File: src/rtl/exception_sequencer.sv
// Multicycle exception sequencer: captures EPC, fetches the handler vector byte, then loads PC.
// Build macro EXC_SEQ_DOUBLE_FAULT_EN adds the double_fault output and a terminal HALT state.
module exception_sequencer #(
   parameter int MEM_LAT  = 2,
   parameter int VEC_BASE = 253
) (
   input  logic        clk,
   input  logic        reset,
   input  logic        exc_opcode,
   input  logic        exc_ovf,
   input  logic        exc_div0,
   input  logic [1:0]  ctrl_iord,
   input  logic [31:0] pc_i,
   input  logic [31:0] mem_rdata,
   output logic [1:0]  iord_sel,
   output logic [31:0] excpt_addr,
   output logic        busy,
   output logic        epc_wr,
   output logic [31:0] epc_val,
   output logic        pc_wr,
   output logic [31:0] pc_vec,
   output logic [1:0]  cause,
`ifdef EXC_SEQ_DOUBLE_FAULT_EN
   output logic        double_fault,
`endif
   output logic [2:0]  state_dbg
);

   typedef enum logic [2:0] {
      S_IDLE = 3'd0,
      S_EPC  = 3'd1,
      S_WAIT = 3'd2,
      S_LOAD = 3'd3
`ifdef EXC_SEQ_DOUBLE_FAULT_EN
      , S_HALT = 3'd4
`endif
   } state_t;

   localparam logic [3:0]  CNT_INIT = 4'(MEM_LAT - 1);
   localparam logic [31:0] VEC_ADDR = 32'(VEC_BASE);

   state_t      state_q, state_d;
   logic [3:0]  cnt_q, cnt_d;
   logic [1:0]  cause_q, cause_d;
   logic [7:0]  vec_q, vec_d;
   logic        any_req;
   logic [1:0]  req_cause;
   logic        unused_rdata_hi;

   // Request/stall contract: exc_* are level requests, accepted only in IDLE;
   // while busy is high the main FSM holds and this block owns the address mux.
   assign any_req         = exc_opcode | exc_ovf | exc_div0;
   assign unused_rdata_hi = ^mem_rdata[31:8];

   always_comb begin
      if (exc_opcode)
         req_cause = 2'd0;
      else if (exc_ovf)
         req_cause = 2'd1;
      else
         req_cause = 2'd2;
   end

`ifdef EXC_SEQ_DOUBLE_FAULT_EN
   logic df_q;

   always_ff @(posedge clk) begin
      if (reset)
         df_q <= 1'b0;
      else if (state_q != S_IDLE && any_req)
         df_q <= 1'b1;
   end

   assign double_fault = df_q;
`endif

   always_ff @(posedge clk) begin
      if (reset) begin
         state_q <= S_IDLE;
         cnt_q   <= '0;
         cause_q <= '0;
         vec_q   <= '0;
      end else begin
         state_q <= state_d;
         cnt_q   <= cnt_d;
         cause_q <= cause_d;
         vec_q   <= vec_d;
      end
   end

   always_comb begin
      state_d = state_q;
      cnt_d   = cnt_q;
      cause_d = cause_q;
      vec_d   = vec_q;
      case (state_q)
         S_IDLE: begin
            if (any_req) begin
               cause_d = req_cause;
               state_d = S_EPC;
            end
         end
         S_EPC: begin
            cnt_d   = CNT_INIT;
            state_d = S_WAIT;
         end
         S_WAIT: begin
            // Counter reaching zero marks the final wait cycle; data is valid at its closing edge.
            if (cnt_q == 4'd0) begin
               vec_d   = mem_rdata[7:0];
               state_d = S_LOAD;
            end else begin
               cnt_d = cnt_q - 4'd1;
            end
         end
         S_LOAD: begin
`ifdef EXC_SEQ_DOUBLE_FAULT_EN
            state_d = (df_q || any_req) ? S_HALT : S_IDLE;
`else
            state_d = S_IDLE;
`endif
         end
`ifdef EXC_SEQ_DOUBLE_FAULT_EN
         S_HALT: state_d = S_HALT;
`endif
         default: state_d = S_IDLE;
      endcase
   end

   always_comb begin
      busy     = 1'b0;
      epc_wr   = 1'b0;
      pc_wr    = 1'b0;
      iord_sel = ctrl_iord;
      case (state_q)
         S_EPC: begin
            busy     = 1'b1;
            epc_wr   = 1'b1;
            iord_sel = 2'b11;
         end
         S_WAIT: begin
            busy     = 1'b1;
            iord_sel = 2'b11;
         end
         S_LOAD: begin
            busy     = 1'b1;
            pc_wr    = 1'b1;
            iord_sel = 2'b11;
         end
`ifdef EXC_SEQ_DOUBLE_FAULT_EN
         S_HALT: begin
            busy     = 1'b1;
            iord_sel = 2'b11;
         end
`endif
         default: ;
      endcase
      if (reset)
         iord_sel = 2'b00;
   end

   assign excpt_addr = VEC_ADDR + {30'b0, cause_q};
   assign epc_val    = pc_i - 32'd4;
   assign pc_vec     = {24'b0, vec_q};
   assign cause      = cause_q;
   assign state_dbg  = state_q;

endmodule

File: config.mk
export PLATFORM = sky130hd
export DESIGN_NAME = exception_sequencer
export DESIGN_NICKNAME = d
export VERILOG_FILES = /design/src/rtl/exception_sequencer.sv
export SDC_FILE = /design/constraint.sdc
export NUM_CORES = 1
export LEC_CHECK = 0
export BUFFER_PORTS_ARGS = -buffer_cell sky130_fd_sc_hd__buf_2
export CORE_AREA = 4 4 69 84
export DETAILED_ROUTE_END_ITERATION = 12
export DIE_AREA = 0 0 73 88
export MAX_ROUTING_LAYER = met4
export PLACE_DENSITY = 0.79
export SLEW_MARGIN = 20
export SYNTH_ARGS = -nofsm -noshare
export SYNTH_HDL_FRONTEND = slang
export SYNTH_SLANG_ARGS = --single-unit
File: constraint.sdc
create_clock -name clk -period 2.5 [get_ports clk]
set_input_delay 0.25 -clock clk [delete_from_list [all_inputs] [get_ports clk]]
set_output_delay 0.25 -clock clk [all_outputs]
set_load 0.02 [all_outputs]
# [Yosys cells after proc, flatten, opt, wreduce, memory -nomap -nowiden]
# Index checks and enable logic that the tools add are counted.
[word_totals] n_memories=0 input_bits=71 ram_bits=0 register_bits=17 latch_bits=0 romBits=0 word_cells=35
[classes] bitwise=2 eq_ne=6 magnitude_cmp=0 muxes=12 add_sub_neg=3 div=0 n_shift=0 mul=0 n_reduce_logical=8
[ops] operator="subtractor 32 x 3 -> 32 bit (second input constant)" count=1
[ops] operator="adder 8 x 2 -> 9 bit (first input constant)" count=1
[ops] operator="one-hot mux 3 bit (3 select lines)" count=1
[ops] operator="two-way mux 2 bit" count=4
[ops] operator="one-hot mux 4 bit (2 select lines)" count=1
[ops] operator="AND reduction 2 bit" count=4
[ops] operator="== test 3 x 2 -> 1 bit (second input constant)" count=2
[ops] operator="two-way mux 3 bit" count=2
[ops] operator="!= test 2 bit (second input constant)" count=3
[ops] operator="logical NOT 4 bit" count=1
[ops] operator="two-way mux 4 bit" count=1
[ops] operator="subtractor 4 x 1 -> 4 bit (second input constant)" count=1
[ops] operator="== test 3 x 1 -> 1 bit (second input constant)" count=1
[ops] operator="logical NOT 3 bit" count=1
[ops] operator="two-way mux 1 bit" count=3
[ops] operator="OR reduction 3 bit" count=1
[ops] operator="OR 1 bit" count=2
[ops] operator="nonzero test 2 bit" count=1

# [Logic depth before layout (Yosys ltp)]
# Gate-level depths: netlist of the first run.
[depth] depth_word=4 depth_mapped=7 depth_no_buf=7

# [Worst setup path before layout of the first run]
# OpenSTA, ideal clock, no wires.
[synth_timing] kind="input -> output" start="input pc_i[13]" end="output epc_val[29]" n_path_buf=1 arrival_ns=2.217 path_stages=6 path_slack_ns=0.033 required_time_ns=2.250 cell_sequence="or3_4 -> or4_4 -> or3_1 -> buf_2 -> and4bb_2 -> xor2_1"
[synth_via] elab_chain_len=1
[synth_lines] element="start, declared" line_no="13" rtl="input logic [31:0] pc_i,"
[synth_lines] element="subtractor 32 x 3 -> 32 bit" line_no="163" rtl="assign epc_val = pc_i - 32'd4;"
[synth_lines] element="end, declared" line_no="19" rtl="output logic [31:0] epc_val,"
# Every way passes these cells.

# [Worst setup path after layout of the first run]
# Same ends and word-level chain as after synthesis.

==> out/qor.yml, run 1 <==
vias: 1666
hold_depth: 3
whs_ns: 0.232
hold_path.startpoint: "mem_rdata[7]"
area_growth_syn_to_layout_pct: 31.4
post_synth.cell_area_avg_um2: 7.78
grt_remaining_overflow: 0
cp.arrival_ns: 2.23
worstPathRequired_ns: 2.25
antenna_found_initial: 0
leakagePower_nw: 1.22
grt_pass1_wl_mm: 6.32
grt.busiest_layer: "met2"
regArea_um2: 320
clock_skew_ns: 0.000819
cts_made_buffers: 3
synth_top_area_cell: "buf_4"
holdBufCountCts: 0
cts-root-buf: "clkbuf_8"
synthMostInstantiatedCell: "buf_4"
start_util: 0.351
path_class: "primary input to output port"
finalCriticalPeriod_ns: 2.48
switchingPower_mw: 0.640
yosys-top-cells-count: "55 x buf_4, 28 x nor2_1, 17 x xor2_1, 16 x dfxtp_1, 14 x inv_1"
clk_pin_slew_ns: 0.06
timing.fmax_mhz: 404
final_nets: 411
slew_headroom: 0.639
ctsHtreeMaxLevel: 1
drv_cap: 0
peakVddDrop_mv: 0.571
viasPerCell: 4.28
fin_cells: 389
hold_viol_final: 0
p_int_mw: 0.755
p_per_area_nw_per_um2: 612
die_h_um: 88
holdCritPathClass: "primary input to flip-flop"
chipWidth_um: 73
drive_gt1_frac: 0.395
post-cts-setup-buffer-count: 0
timing.final.crit_share: 0.991
coreArea_um2: 4940
multi_input_area_um2: 1150
port_buffers: 100
worstPathMaxFanout: 8
slew_viol_final: 0
die_area_um2: 6420
grt_max_degree: 19
drc: 0
dp_hpwl_mm: 3.67
dpl_worst_slack_ns: -0.127
synthFlopType: "dfxtp_1"
async_flop_share: 0
rr_worst_depth: 6
gr-usage-met3: 0.0172
timing.final.ws_setup_ns: 0.0232
fillers: 469
r2r-end: "state_dbg[1]"
grt_pass1_vias: 1527
dpl_cell_area_um2: 2160
wl_mm: 4.29
synth_edf_count: 0
final_util: 0.461
p_sw_frac: 0.459
ys_seq_area_frac: 0.185
place.gp.congestion: 0.864
clkPwrFrac: 0.161
ys_ff_latch: 16
globalRouteMet1Util: 0.127
cp_cell_sequence: "buf_6 -> or3_4 -> or4_4 -> or3_4 -> and4bb_2 -> xor2_1 -> buf_4"
min_to: "vec_q[7]"
rsz0062_at_grt: "yes"
rows: 28
seqPwrFrac: 0.265
yosys-top-cells-area: "buf_4 24%, dfxtp_1 18%, xor2_1 8.6%"
synthesis.area_um2: 1740
finalSetupViolations: 0
final_design_area_no_fill_um2: 2280
cts_sinks: 16
yosysTopAreaCellShare: 0.238
synthesis.instances: 223
combPwrFrac: 0.573
worst_pin_slew_ns: 0.536
drt_iter0_markers: 18
tritoncts: "done"
use_met2: 0.226
drt-pass1-iter-count: 4
io_pins: 177
place_inst: 385
drtAntennaViolNets: 0
yosys_warnings: 0
setup.worst_path.end_class: "output port"
wl_per_cell_um: 11.0
cts_buffer_depth: 2
clkLatencyLatePin_ns: 0.25
critical_path.max_stage_delay_ns: 0.47
crit_top_cell: "or3_4"
rrSetupSlack_ns: 0.77
grtUsageTotal: 0.124
synth.distinct_cells: 36
worst_path_max_delay_cell: "or3_4"
outcome: "completed"
antenna_cells: 0
start_kind: "primary input"
worstReg2RegStart: "state_dbg[0]"
==> per-layer routing <==
layer | part of all wire | vias to the layer above
met3 | 0.12 | 10
li1 | - | 836
met2 | 0.50 | 106
met1 | 0.35 | 714
met4 | 0.027 | 0
met5 | 0 | -
==> what timing repair did <==
item / in CTS / in global routing
gates resized for setup: 2 / 11
gates cloned: 0 / 0
endpoints found under the setup margin: 4 / 6
pin swaps: 0 / 6
==> power groups by stage <==
stage          sequential (mW)  combinational, mW  clock (mW)
2_1_floorplan            0.423              0.568           0
3_3_place_gp             0.370              0.772           0
3_5_place_dp             0.373              0.787           0
4_1_cts                  0.370              0.798       0.234
5_1_grt                  0.379              0.886       0.244
6_report                 0.370              0.800       0.225
==> sequential cells by signal, summed over array words and instances, names as in the netlist <==
signal and flops:
cause 2, cnt_q 4, state_dbg 2, vec_q 8
==> worst max-delay path: cells and delay by family <==
family / cells / cell delay (ns)
AND/OR/NAND/NOR: 4 / 1.59
buffers and inverters: 2 / 0.25
XOR/XNOR: 1 / 0.13
==> layout by cell type, fill, tap and decap left out, types with 2 or more instances in the layout <==
cell and instances:
buf_4 18, o21ai_0 2, clkbuf_8 4, a21oi_1 3
dfxtp_1 16, buf_6 2, buf_2 94, ha_1 10
or4_4 3, nand3_1 2, conb_1 48, nor4_1 4
nand2b_1 3, nor3_1 9, or3_4 2, a31oi_1 2
mux2i_1 10, xor2_1 17, inv_1 14, nand2_1 11
nor2_1 28, o21a_1 2, nor4_4 2, xnor2_1 10
==> cell type report <==
class	count	area share
clock buffer	4	0.0241
sequential	16	0.141
multi-input combinational	181	0.504
tap	60	0.0329
inverter	14	0.0231
timing repair buffer	114	0.276
==> worst max-delay path by stage <==
| stage | start | endpoint | slack (ns) |
|---|---|---|---|
| 5_1_grt | pc_i[20] | epc_val[31] | -0.02 |
| 3_3_place_gp | pc_i[13] | epc_val[31] | -0.08 |
| 2_1_floorplan | pc_i[13] | epc_val[29] | 0.03 |
| 4_1_cts | pc_i[20] | epc_val[27] | -0.0007 |
| 6_report | pc_i[13] | epc_val[29] | 0.02 |
| 3_5_place_dp | pc_i[13] | epc_val[31] | -0.13 |
==> logic make-up after synthesis <==
family / count (synthesis) / share of synthesized area
simple gates: 73 / 0.219
buf+inv: 73 / 0.278
xor+xnor: 27 / 0.136
flops: 16 / 0.185
compound gates: 13 / 0.0505
fa+ha+maj: 10 / 0.0721
mux: 10 / 0.0577
other cells: 1 / 0.00216
==> per-stage QoR <==
step	power [mW]	TNS, ns
after detailed placement	1.16	-0.333
after global placement	1.14	-0.211
after global routing	1.51	-0.0723
final	1.39	0
after floorplan	0.991	0
after CTS	1.40	-0.000670
Power figures use the tool's default switching activity.
==> run 2: changes to the inputs <==
--- a/config.mk
+++ b/config.mk
@@ -11,6 +11,7 @@
 export DIE_AREA = 0 0 73 88
 export MAX_ROUTING_LAYER = met4
 export PLACE_DENSITY = 0.79
+export RECOVER_POWER = 25
 export SLEW_MARGIN = 20
 export SYNTH_ARGS = -nofsm -noshare
 export SYNTH_HDL_FRONTEND = slang
==> run 2 against run 1 <==
- cell area fell by 0.82%
- first-iteration DRC count shrank 22%
- worst hold slack lost 0.00094 ns
- sequential power about the same
- wire length is 0.70% lower
- critical endpoint unchanged
==> out/qor.yml, run 2 (synthesized netlist as in run 1, its figures left out) <==
top_register: "vec_q"
place.gp.congestion: 0.864  # unchanged
io_pins: 177  # unchanged
slew_viol_final: 0  # unchanged
crit_top_cell: "or3_4"
grtUsageTotal: 0.124  # unchanged
coreArea_um2: 4940  # unchanged
cts_buffer_depth: 2  # unchanged
die_h_um: 88  # unchanged
setup.worst_path.end_class: "output port"
drc: 0  # unchanged
drv_cap: 0  # unchanged
port_buffers: 100  # unchanged
vias: 1665  # -0.060%
antenna_cells: 0  # unchanged
dpl_cell_area_um2: 2160  # unchanged
grt_pass1_vias: 1527  # unchanged
p_per_area_nw_per_um2: 611  # -0.16%
area_growth_syn_to_layout_pct: 30.3
worstPathMaxFanout: 8  # unchanged
dp_hpwl_mm: 3.67  # unchanged
route.met2.wl_mm: 2.13  # -0.79%
critical_path.max_stage_delay_ns: 0.47  # about the same
largest_register_ffs: 8  # unchanged
holdCritPathClass: "primary input to flip-flop"
final_design_area_no_fill_um2: 2260  # -0.82%
crit_buf_inv: 2  # unchanged
tritoncts: "done"
cts_made_buffers: 3  # unchanged
critical-path-top-delay-family: "simple AND/OR/NAND/NOR gates"
finalSetupViolations: 0  # unchanged
viasPerCell: 4.28  # about the same
timing.fmax_mhz: 404  # unchanged
reg_top3: "vec_q x8, cnt_q x4"
wl_met1_mm: 1.49  # -0.67%
peakVddDrop_mv: 0.562  # -1.7%
slew_headroom: 0.639  # unchanged
clock_skew_ns: 0.000993  # +0.000175 ns
worstReg2RegStart: "state_dbg[0]"
worst_path_max_delay_cell: "or3_4"
start_kind: "primary input"
layout_commonest_cell: "buf_2"
fillers: 481  # +2.6%
drt_iter0_markers: 14  # -4
cts_sinks: 16  # unchanged
timing.final.crit_share: 0.991  # unchanged
antenna_found_initial: 0  # unchanged
rows: 28  # unchanged
cp.arrival_ns: 2.23  # about the same
start_util: 0.351  # unchanged
wl_per_cell_um: 11.0  # -0.70%
chipWidth_um: 73  # unchanged
wl_mm: 4.26  # -0.70%
final_cell_mix: "79 x buf_2, 48 x conb_1, 28 x nor2_1"
hold_path.startpoint: "mem_rdata[7]"
cts-root-buf: "clkbuf_8"
leakagePower_nw: 1.17  # -4.6%
drive_gt1_frac: 0.350  # -0.0456
die_area_um2: 6420  # unchanged
drt-pass1-iter-count: 4  # unchanged
clk_pin_slew_ns: 0.06  # about the same
ctsHtreeMaxLevel: 1  # unchanged
path_class: "primary input to output port"
cp_cell_sequence: "buf_6 -> or3_4 -> or4_4 -> or3_4 -> and4bb_2 -> xor2_1 -> buf_4"
outcome: "completed"
grt_max_degree: 19  # unchanged
final_nets: 411  # unchanged
hold_viol_final: 0  # unchanged
met3_length_um: 528  # -0.38%
clkLatencyLatePin_ns: 0.25  # about the same
finalCriticalPeriod_ns: 2.48  # unchanged
final_util: 0.458  # -0.00380
top_layer: "met4"
worstPathRequired_ns: 2.25  # about the same
worst_pin_slew_ns: 0.536  # unchanged
grt_pass1_wl_mm: 6.32  # unchanged
rsz0062_at_grt: "yes"
startpoint: "pc_i[13]"
grt_remaining_overflow: 0  # unchanged
drtAntennaViolNets: 0  # unchanged
run 2: cell count changes in the layout (fill, tap and decap cells not counted), sizes merged:
| cell | delta |
|---|---|
| buf | -15 |
| clkbuf | +15 |
run 2: power breakdown:
part / internal, mW / total, mW / switching (mW) / leakage [nW]
Clock: 0.140 / 0.226 / 0.0864 / 0.0288
Combinational: 0.285 / 0.784 / 0.499 / 1.01
Sequential: 0.316 / 0.370 / 0.0544 / 0.130
Total: 0.741 / 1.38 / 0.640 / 1.17
run 2: cell type report:
cell class | instances | area, µm² | area share
clock buffers | 4 | 55.1 | 0.0243
inverters | 14 | 52.6 | 0.0232
multi-input cells | 181 | 1150 | 0.508
flip-flops and latches | 16 | 320 | 0.142
well taps | 60 | 75.1 | 0.0332
repair buffers | 114 | 609 | 0.270
run 2: routing by layer:
metal	track usage	vias to the layer above
li1	-	836
met1	0.127	713
met2	0.226	106
met3	0.0172	10
met4	0.0621	0
met5	-	-
run 2: worst paths after layout:
path,end,slack [ns],cells past startpoint
min,vec_q[7],0.23,3
max,epc_val[29],0.02,7
min reg2reg,vec_q[4],0.49,2
max reg2reg,state_dbg[1],0.78,6
run 2: what timing repair did:
item	CTS	global route
endpoints found under the setup margin	4	6
pin swaps	0	6
buffers inserted	0	0
hold endpoints to repair	0	0
hold buffers	0	0
resized for setup	2	11
run 2: tightest hold or removal path: stages:
cell     delay (ns)
buf_2          0.07
mux2i_1        0.05
nor2_1         0.07
run 2: metrics by stage:
stage                      TNS [ns]  total power, mW  hold slack [ns]  instances  setup slack (ns)
after CTS                 -0.000670             1.40            0.228        389         -0.000670
after floorplan                   0            0.991            0.398        270            0.0334
after global placement       -0.211             1.14            0.467        385           -0.0819
after global routing        -0.0723             1.50            0.259        389           -0.0240
final                             0             1.38            0.231        389            0.0232
after detailed placement     -0.333             1.16            0.482        385            -0.127
